### config.mk
export PLATFORM = sky130hd
export DESIGN_NAME = log_dump_streamer
export DESIGN_NICKNAME = d
export VERILOG_FILES = /design/src/rtl/log_pkg.sv /design/src/rtl/log_byte_tx_slot.sv /design/src/rtl/log_dump_streamer.sv
export SDC_FILE = /design/constraint.sdc
export NUM_CORES = 1
export LEC_CHECK = 0
export ABC_CLOCK_PERIOD_IN_PS = 2900
export CORE_UTILIZATION = 40
export DETAILED_ROUTE_END_ITERATION = 6
export PLACE_DENSITY = 0.63
export SYNTH_ARGS = -nofsm -noshare
export SYNTH_HDL_FRONTEND = slang
export SYNTH_SLANG_ARGS = --single-unit
### constraint.sdc
create_clock -name clk -period 2.9 [get_ports clk]
set_input_delay 0.435 -clock clk [delete_from_list [all_inputs] [get_ports clk]]
set_output_delay 0.435 -clock clk [all_outputs]
set_load 0.02 [all_outputs]
### src/rtl/log_pkg.sv
// -----------------------------------------------------------------------------
// log_pkg
// Shared definitions for the trace-log dump path.
//   LOG_ENTRY_W      width of one logged entry {type[7:0], addr[15:0]}
//   LOG_HEADER_BYTE  default frame start marker
//   LOG_TYPE_*       bit offsets of the type field inside an entry
//   LOG_ADDR_*       bit offsets of the address field inside an entry
//   log_state_e      dump streamer FSM state encoding
// -----------------------------------------------------------------------------
package log_pkg;

  localparam int         LOG_ENTRY_W     = 24;
  localparam logic [7:0] LOG_HEADER_BYTE = 8'hA5;

  localparam int LOG_TYPE_MSB = 23;
  localparam int LOG_TYPE_LSB = 16;
  localparam int LOG_ADDR_MSB = 15;
  localparam int LOG_ADDR_LSB = 0;

  typedef enum logic [3:0] {
    ST_IDLE,
    ST_HDR,
    ST_CNT_HI,
    ST_CNT_LO,
    ST_RD_REQ,
    ST_RD_WAIT,
    ST_B2,
    ST_B1,
    ST_B0,
    ST_CSUM
  } log_state_e;

endpackage

### src/rtl/log_byte_tx_slot.sv
// -----------------------------------------------------------------------------
// log_byte_tx_slot
// Single-entry output register towards the UART transmitter. Holds a byte with
// tx_valid until the transmitter takes it, and keeps a running XOR of every
// byte loaded since the last clear so the frame checksum is always at hand.
// Ports:
//   clk, rst      clock, asynchronous active-high reset
//   clear_i       restart the running checksum (frame start)
//   flush_i       drop the held byte immediately (frame abort)
//   load_i        capture data_i as the next byte; only issued while empty
//   data_i        byte to present
//   tx_ready_i    transmitter ready
//   tx_data_o     byte presented to the transmitter
//   tx_valid_o    byte valid
//   accept_o      handshake completes this cycle
//   csum_o        XOR of all bytes loaded since clear
// -----------------------------------------------------------------------------
module log_byte_tx_slot
  import log_pkg::*;
(
  input  logic       clk,
  input  logic       rst,
  input  logic       clear_i,
  input  logic       flush_i,
  input  logic       load_i,
  input  logic [7:0] data_i,
  input  logic       tx_ready_i,
  output logic [7:0] tx_data_o,
  output logic       tx_valid_o,
  output logic       accept_o,
  output logic [7:0] csum_o
);

  logic [7:0] data_q, data_d;
  logic [7:0] csum_q, csum_d;
  logic       valid_q, valid_d;

  assign accept_o   = valid_q & tx_ready_i;
  assign tx_data_o  = data_q;
  assign tx_valid_o = valid_q;
  assign csum_o     = csum_q;

  // Flush beats a load so an abort can never leave a byte on the bus.
  // The checksum folds a byte in at load time, so it is complete as soon
  // as the last payload byte has been loaded.
  always_comb begin
    data_d  = data_q;
    valid_d = valid_q;
    csum_d  = csum_q;
    if (flush_i) begin
      valid_d = 1'b0;
    end else if (load_i) begin
      data_d  = data_i;
      valid_d = 1'b1;
    end else if (accept_o) begin
      valid_d = 1'b0;
    end
    if (clear_i) begin
      csum_d = 8'h00;
    end
    if (load_i && !flush_i) begin
      csum_d = csum_d ^ data_i;
    end
  end

  always_ff @(posedge clk or posedge rst) begin
    if (rst) begin
      data_q  <= 8'h00;
      valid_q <= 1'b0;
      csum_q  <= 8'h00;
    end else begin
      data_q  <= data_d;
      valid_q <= valid_d;
      csum_q  <= csum_d;
    end
  end

endmodule

### src/rtl/log_dump_streamer.sv
// -----------------------------------------------------------------------------
// log_dump_streamer
// On a host command, reads N entries from the trace-log BRAM and streams them
// to the UART transmitter as: HEADER, CNT_HI, CNT_LO, {B2,B1,B0}*N, CSUM,
// where CSUM is the XOR of all preceding frame bytes. Optionally pulses
// log_clear at the end of a completed frame to re-arm logging.
// Ports:
//   clk, rst            BRAM clock, asynchronous active-high reset
//   start_i             command pulse, ignored while busy or with abort_i
//   count_i             entries to dump, clamped to DEPTH
//   clear_after_i       request log_clear when the frame completes
//   abort_i             stop the frame at once (no checksum, no done)
//   busy_o              frame in progress
//   done_o              one-cycle pulse after the checksum byte is taken
//   mem_rd_o/mem_addr_o BRAM read request and address
//   mem_data_i          BRAM read data {type, addr}
//   mem_data_valid_i    BRAM read data strobe
//   tx_data_o/tx_valid_o/tx_ready_i  byte stream to the UART transmitter
//   log_clear_o         one-cycle pulse to reset the log writer pointer
// -----------------------------------------------------------------------------
module log_dump_streamer
  import log_pkg::*;
#(
  parameter int         ADDR_WIDTH  = 10,
  parameter logic [7:0] HEADER_BYTE = LOG_HEADER_BYTE
) (
  input  logic                   clk,
  input  logic                   rst,
  input  logic                   start_i,
  input  logic [ADDR_WIDTH:0]    count_i,
  input  logic                   clear_after_i,
  input  logic                   abort_i,
  output logic                   busy_o,
  output logic                   done_o,
  output logic                   mem_rd_o,
  output logic [ADDR_WIDTH-1:0]  mem_addr_o,
  input  logic [LOG_ENTRY_W-1:0] mem_data_i,
  input  logic                   mem_data_valid_i,
  output logic [7:0]             tx_data_o,
  output logic                   tx_valid_o,
  input  logic                   tx_ready_i,
  output logic                   log_clear_o
);

  localparam logic [ADDR_WIDTH:0] DEPTH     = {1'b1, {ADDR_WIDTH{1'b0}}};
  localparam logic [ADDR_WIDTH:0] ENTRY_ONE = {{ADDR_WIDTH{1'b0}}, 1'b1};

  log_state_e             state_q;
  logic [ADDR_WIDTH:0]    count_q;
  logic [ADDR_WIDTH:0]    entry_q;
  logic [ADDR_WIDTH:0]    entry_next;
  logic [ADDR_WIDTH:0]    count_clamped;
  logic                   clear_after_q;
  logic                   busy_q;
  logic                   done_q;
  logic                   mem_rd_q;
  logic [ADDR_WIDTH-1:0]  mem_addr_q;
  logic                   log_clear_q;
  logic [LOG_ENTRY_W-1:0] hold_q;
  logic [15:0]            cnt_field;

  logic                   frame_start;
  logic                   frame_abort;
  logic                   byte_load;
  logic [7:0]             byte_data;
  logic                   byte_accept;
  logic                   tx_valid;
  logic [7:0]             csum;

  assign frame_start   = (state_q == ST_IDLE) && start_i && !abort_i;
  assign frame_abort   = (state_q != ST_IDLE) && abort_i;
  assign count_clamped = (count_i > DEPTH) ? DEPTH : count_i;
  assign entry_next    = entry_q + ENTRY_ONE;
  assign cnt_field     = 16'(count_q);

  assign busy_o      = busy_q;
  assign done_o      = done_q;
  assign mem_rd_o    = mem_rd_q;
  assign mem_addr_o  = mem_addr_q;
  assign log_clear_o = log_clear_q;
  assign tx_valid_o  = tx_valid;

  // Every byte-emitting state loads its byte once the slot is empty and moves
  // on when that byte is accepted. This leaves one idle cycle between bytes,
  // which keeps tx_ready out of any path to tx_valid.
  always_comb begin
    byte_load = 1'b0;
    byte_data = 8'h00;
    if (!abort_i && !tx_valid) begin
      byte_load = 1'b1;
      case (state_q)
        ST_HDR:    byte_data = HEADER_BYTE;
        ST_CNT_HI: byte_data = cnt_field[15:8];
        ST_CNT_LO: byte_data = cnt_field[7:0];
        ST_B2:     byte_data = hold_q[LOG_TYPE_MSB:LOG_TYPE_LSB];
        ST_B1:     byte_data = hold_q[LOG_ADDR_MSB:8];
        ST_B0:     byte_data = hold_q[7:LOG_ADDR_LSB];
        ST_CSUM:   byte_data = csum;
        default:   byte_load = 1'b0;
      endcase
    end
  end

  log_byte_tx_slot u_slot (
    .clk        (clk),
    .rst        (rst),
    .clear_i    (frame_start),
    .flush_i    (frame_abort),
    .load_i     (byte_load),
    .data_i     (byte_data),
    .tx_ready_i (tx_ready_i),
    .tx_data_o  (tx_data_o),
    .tx_valid_o (tx_valid),
    .accept_o   (byte_accept),
    .csum_o     (csum)
  );

  // Frame sequencer. mem_rd is raised on entry to RD_REQ so it is high for
  // exactly the RD_REQ cycle; the next read is only requested after B0 of
  // the previous entry has been accepted, so backpressure never causes an
  // extra read. Abort overrides everything and discards any pending response
  // simply by leaving RD_WAIT.
  always_ff @(posedge clk or posedge rst) begin
    if (rst) begin
      state_q       <= ST_IDLE;
      count_q       <= '0;
      entry_q       <= '0;
      clear_after_q <= 1'b0;
      busy_q        <= 1'b0;
      done_q        <= 1'b0;
      mem_rd_q      <= 1'b0;
      mem_addr_q    <= '0;
      log_clear_q   <= 1'b0;
      hold_q        <= '0;
    end else begin
      done_q      <= 1'b0;
      log_clear_q <= 1'b0;
      mem_rd_q    <= 1'b0;
      if (frame_abort) begin
        state_q <= ST_IDLE;
        busy_q  <= 1'b0;
      end else begin
        case (state_q)
          ST_IDLE: begin
            if (frame_start) begin
              count_q       <= count_clamped;
              clear_after_q <= clear_after_i;
              entry_q       <= '0;
              busy_q        <= 1'b1;
              state_q       <= ST_HDR;
            end
          end
          ST_HDR: begin
            if (byte_accept) state_q <= ST_CNT_HI;
          end
          ST_CNT_HI: begin
            if (byte_accept) state_q <= ST_CNT_LO;
          end
          ST_CNT_LO: begin
            if (byte_accept) begin
              if (count_q == '0) begin
                state_q <= ST_CSUM;
              end else begin
                state_q    <= ST_RD_REQ;
                mem_rd_q   <= 1'b1;
                mem_addr_q <= entry_q[ADDR_WIDTH-1:0];
              end
            end
          end
          ST_RD_REQ: begin
            state_q <= ST_RD_WAIT;
          end
          ST_RD_WAIT: begin
            if (mem_data_valid_i) begin
              hold_q  <= mem_data_i;
              state_q <= ST_B2;
            end
          end
          ST_B2: begin
            if (byte_accept) state_q <= ST_B1;
          end
          ST_B1: begin
            if (byte_accept) state_q <= ST_B0;
          end
          ST_B0: begin
            if (byte_accept) begin
              if (entry_next == count_q) begin
                state_q <= ST_CSUM;
              end else begin
                entry_q    <= entry_next;
                state_q    <= ST_RD_REQ;
                mem_rd_q   <= 1'b1;
                mem_addr_q <= entry_next[ADDR_WIDTH-1:0];
              end
            end
          end
          ST_CSUM: begin
            if (byte_accept) begin
              state_q     <= ST_IDLE;
              busy_q      <= 1'b0;
              done_q      <= 1'b1;
              log_clear_q <= clear_after_q;
            end
          end
          default: begin
            state_q <= ST_IDLE;
            busy_q  <= 1'b0;
          end
        endcase
      end
    end
  end

endmodule
==> qor.txt, run 1 <==
Clock power frac: 16.7%
Met3 Wirelength: 608 microns
IO buf count: 64
Status: completed
Antenna violations before repair: 0
Commonest register cell after synthesis: dfrtp_1
Achievable Freq: 360 MHz
Core area: 10,900 sq um
Combinational Power Share: 44.1%
LEAKAGE: 2.31 nW
RSZ-0062 raised after global routing: false
Total nets after synthesis: 495
Crit path DAT: 3040 ps
Initial DRC Count: 191
Later-pin clock latency in the skew report: 380 ps
Setup TNS Final: 0 ps
Synthesis-stage register bit count: 82
Metal2 WL: 5320 microns
Net Switching: 2.20 mW
Routed met1 length: 5110 microns
Grt ovf: 0
Design area: 5540 sq um
Vias in the first global route: 3,626
Fraction of registers with async set/reset: 100%
Final Net Count: 563
Antenna Violating Nets Remaining: 0
Post-cts resize count: 0
Final setup fails: 0
Synth Area per Inst: 9.92 sq um
Sw frac: 40.9%
Worst slew pin tran: 686 ps
All-layer global routing usage: 21.1%
Synthesized area: 4470 sq um
Global-route wire length before repair: 18,600 microns
Clk buf depth: 2
VDD IR max: 0.445 mV
Synth top area share: 45.9%
Slew Viols, Final: 0
Cts bufs inserted: 9
Post-synthesis sequential area ratio: 45.9%
Die H: 108 microns
DR top layer: met4
Total setup buffers inserted after CTS: 0
Power Total: 5.38 mW
Routed WL: 11,200 microns
First-pass DRT Iterations: 4
Post-synth top area cell: dfrtp_1
Yosys warning total: 0
HP Class: primary input to asynchronous set/reset pin
Final setup margin: 121 ps
Die area: 11,600 sq um
CTS tree: built
Setup Skew: 11.3 ps
Worst slew margin: 54.1%
Layout area overhead: 23.7%
Ranking of synthesized cells by area: dfrtp_1, mux2_2, xnor2_1
Final period util: 95.8%
Residual DRC: 0
Worst Setup End Kind: flop
Root Driver: clkbuf_8
Initial core utilization: 41.1%
Worst path required time: 3160 ps
Final Hold Fails: 0
Clock sink count: 82
CTS clk-pin slew, worst paths: 90 ps
Critical path type: flop to flop
H-tree Lvls: 3
Int Pwr: 3.18 mW
Finished Core Util: 50.8%
Crit path launch type: flop
Layout cells sized above 1: 15.6%
Dpl cell area: 5330 sq um
Max-cap violations: 0
Power per Cell Area: 971 nW/um^2
Diode count: 0
Hold buffer count at CTS: 0
Post-synth EDFFs: 0
Cell variety after synth: 54
Place WS: 193 ps
Vias per cell: 5.61
Detailed-route wire length per cell: 16.9 microns
Critical-path maximum fanout: 8
Die width: 108 microns
I/O Pins: 65
Final HPWL DP: 8190 microns
Site row count: 38
Largest net degree at the start of global routing: 43
Seq pwr share: 39.3%
Placer Congestion: 0.836
Vias: 3,728
Cells after Synth: 451
Fin crit period: 2780 ps
-- cell usage after synthesis, types with 2 or more instances --
| cell | n |
|---|---|
| dfrtp_1 | 82 |
| nand2_1 | 40 |
| mux2_2 | 30 |
| o21ai_0 | 28 |
| nor2_1 | 25 |
| nand3_1 | 24 |
| clkbuf_1 | 20 |
| xnor2_1 | 20 |
| nor4_1 | 17 |
| a21oi_1 | 16 |
| inv_1 | 15 |
| nand2b_1 | 14 |
| o211ai_1 | 11 |
| nor3_1 | 10 |
| a21o_1 | 9 |
| mux2_4 | 8 |
| a22o_1 | 5 |
| mux2i_1 | 5 |
| xor2_1 | 5 |
| a221oi_1 | 4 |
| and3_1 | 4 |
| or4_1 | 4 |
| and2_1 | 3 |
| buf_6 | 3 |
| nand4_1 | 3 |
| nor2b_1 | 3 |
| or2_2 | 3 |
| or3_1 | 3 |
| a211oi_1 | 2 |
| a21boi_0 | 2 |
| a222oi_1 | 2 |
| a22oi_1 | 2 |
| a32o_1 | 2 |
| and4_1 | 2 |
| buf_1 | 2 |
| buf_2 | 2 |
| ha_1 | 2 |
| o22ai_1 | 2 |
| o311ai_0 | 2 |
-- stage by stage --
stage | std cells | hold slack, ps
global placement | 648 | 457
global route | 664 | 291
finish | 664 | 278
CTS | 664 | 277
detailed placement | 648 | 466
floorplan | 451 | 447
-- layout make-up --
type | instances | area (sq um)
clock inverter | 7 | 85.1
clock buffer | 9 | 124
multi-input combinational | 326 | 2230
timing repair buffer | 84 | 803
tap | 140 | 175
fill | 994 | 5350
sequential | 82 | 2050
inverter | 16 | 61.3
-- registers in the layout, indices dropped and copies added, names as in the netlist --
register and cells:
busy_o 1, clear_after_q 1, count_q 11, done_o 1, entry_q 11, hold_q 24, log_clear_o 1, mem_addr_o 10
mem_rd_o 1, state_q 4, u_slot.csum_o 8, u_slot.tx_data_o 8, u_slot.tx_valid_o 1
-- power groups by stage --
stage / logic [mW] / clock network [mW] / registers [mW]
final: 2.37 / 0.895 / 2.11
after CTS: 2.38 / 0.921 / 2.11
after detailed placement: 2.37 / 0 / 2.13
after floorplan: 1.60 / 0 / 2.07
after global placement: 2.33 / 0 / 2.12
after global routing: 2.60 / 0.962 / 2.18
-- cells by family after synthesis --
| family | synth area share [%] |
|---|---|
| compound gates | 14.8 |
| xor+xnor | 4.90 |
| buf+inv | 4.17 |
| flops | 45.9 |
| mux | 11.4 |
| simple gates | 18.3 |
| fa+ha+maj | 0.559 |
-- metal layers --
layer  vias to the layer above  global-route usage, %
met5                         -                      0
met4                         0                   7.83
met3                        18                   4.42
met2                       115                   33.2
met1                      1821                   28.5
li1                       1774                      -
-- worst max-delay path: stages (launching register included) --
cell and delay, ps:
dfrtp_1 460, ha_1 300, nand3_1 120, o311ai_0 320, o311ai_0 230, or2_2 380, a21oi_2 460, mux2_2 400
-- final timing paths --
path	startpoint	end	slack, ps	cells after the start
max in group asynchronous	rst	hold_q[7]	1980	3
worst min-delay path	rst	count_q[5]	280	2
min in group clk	clear_after_q	log_clear_o	480	1
worst max register to register	entry_q[0]	entry_q[0]	120	7
worst min register to register	clear_after_q	log_clear_o	480	1
worst max-delay path	entry_q[0]	entry_q[0]	120	7
-- cell usage in the layout (no fill, tap or decap), types with 4 or more instances in the layout --
cell             count
mux2i_1              5
a21o_1               9
mux2_4               8
nand2_1             40
xor2_1               5
nor2_1              25
dfrtp_1             82
nand2b_1            14
and3_1               4
or4_1                4
xnor2_1             20
nand3_1             24
o211ai_1            11
a21oi_1             16
o21ai_0             28
inv_1               14
mux2_2              30
a221oi_1             4
buf_4               19
a22o_1               5
nor3_1              10
clkbuf_8             9
nor4_1              17
clkdlybuf4s50_1     64
Note: power is estimated with default switching activity, not from simulation.
==> run 2: changes to the inputs <==
- CTS_CLUSTER_SIZE: default -> 30
==> results of run 2 <==
The final DEF is identical to that of run 1; final timing and power are the same.
==> run 3: changes to the inputs <==
- TNS_END_PERCENT: default -> 50
==> results of run 3 <==
The final DEF is identical to that of run 1; final timing and power are the same.
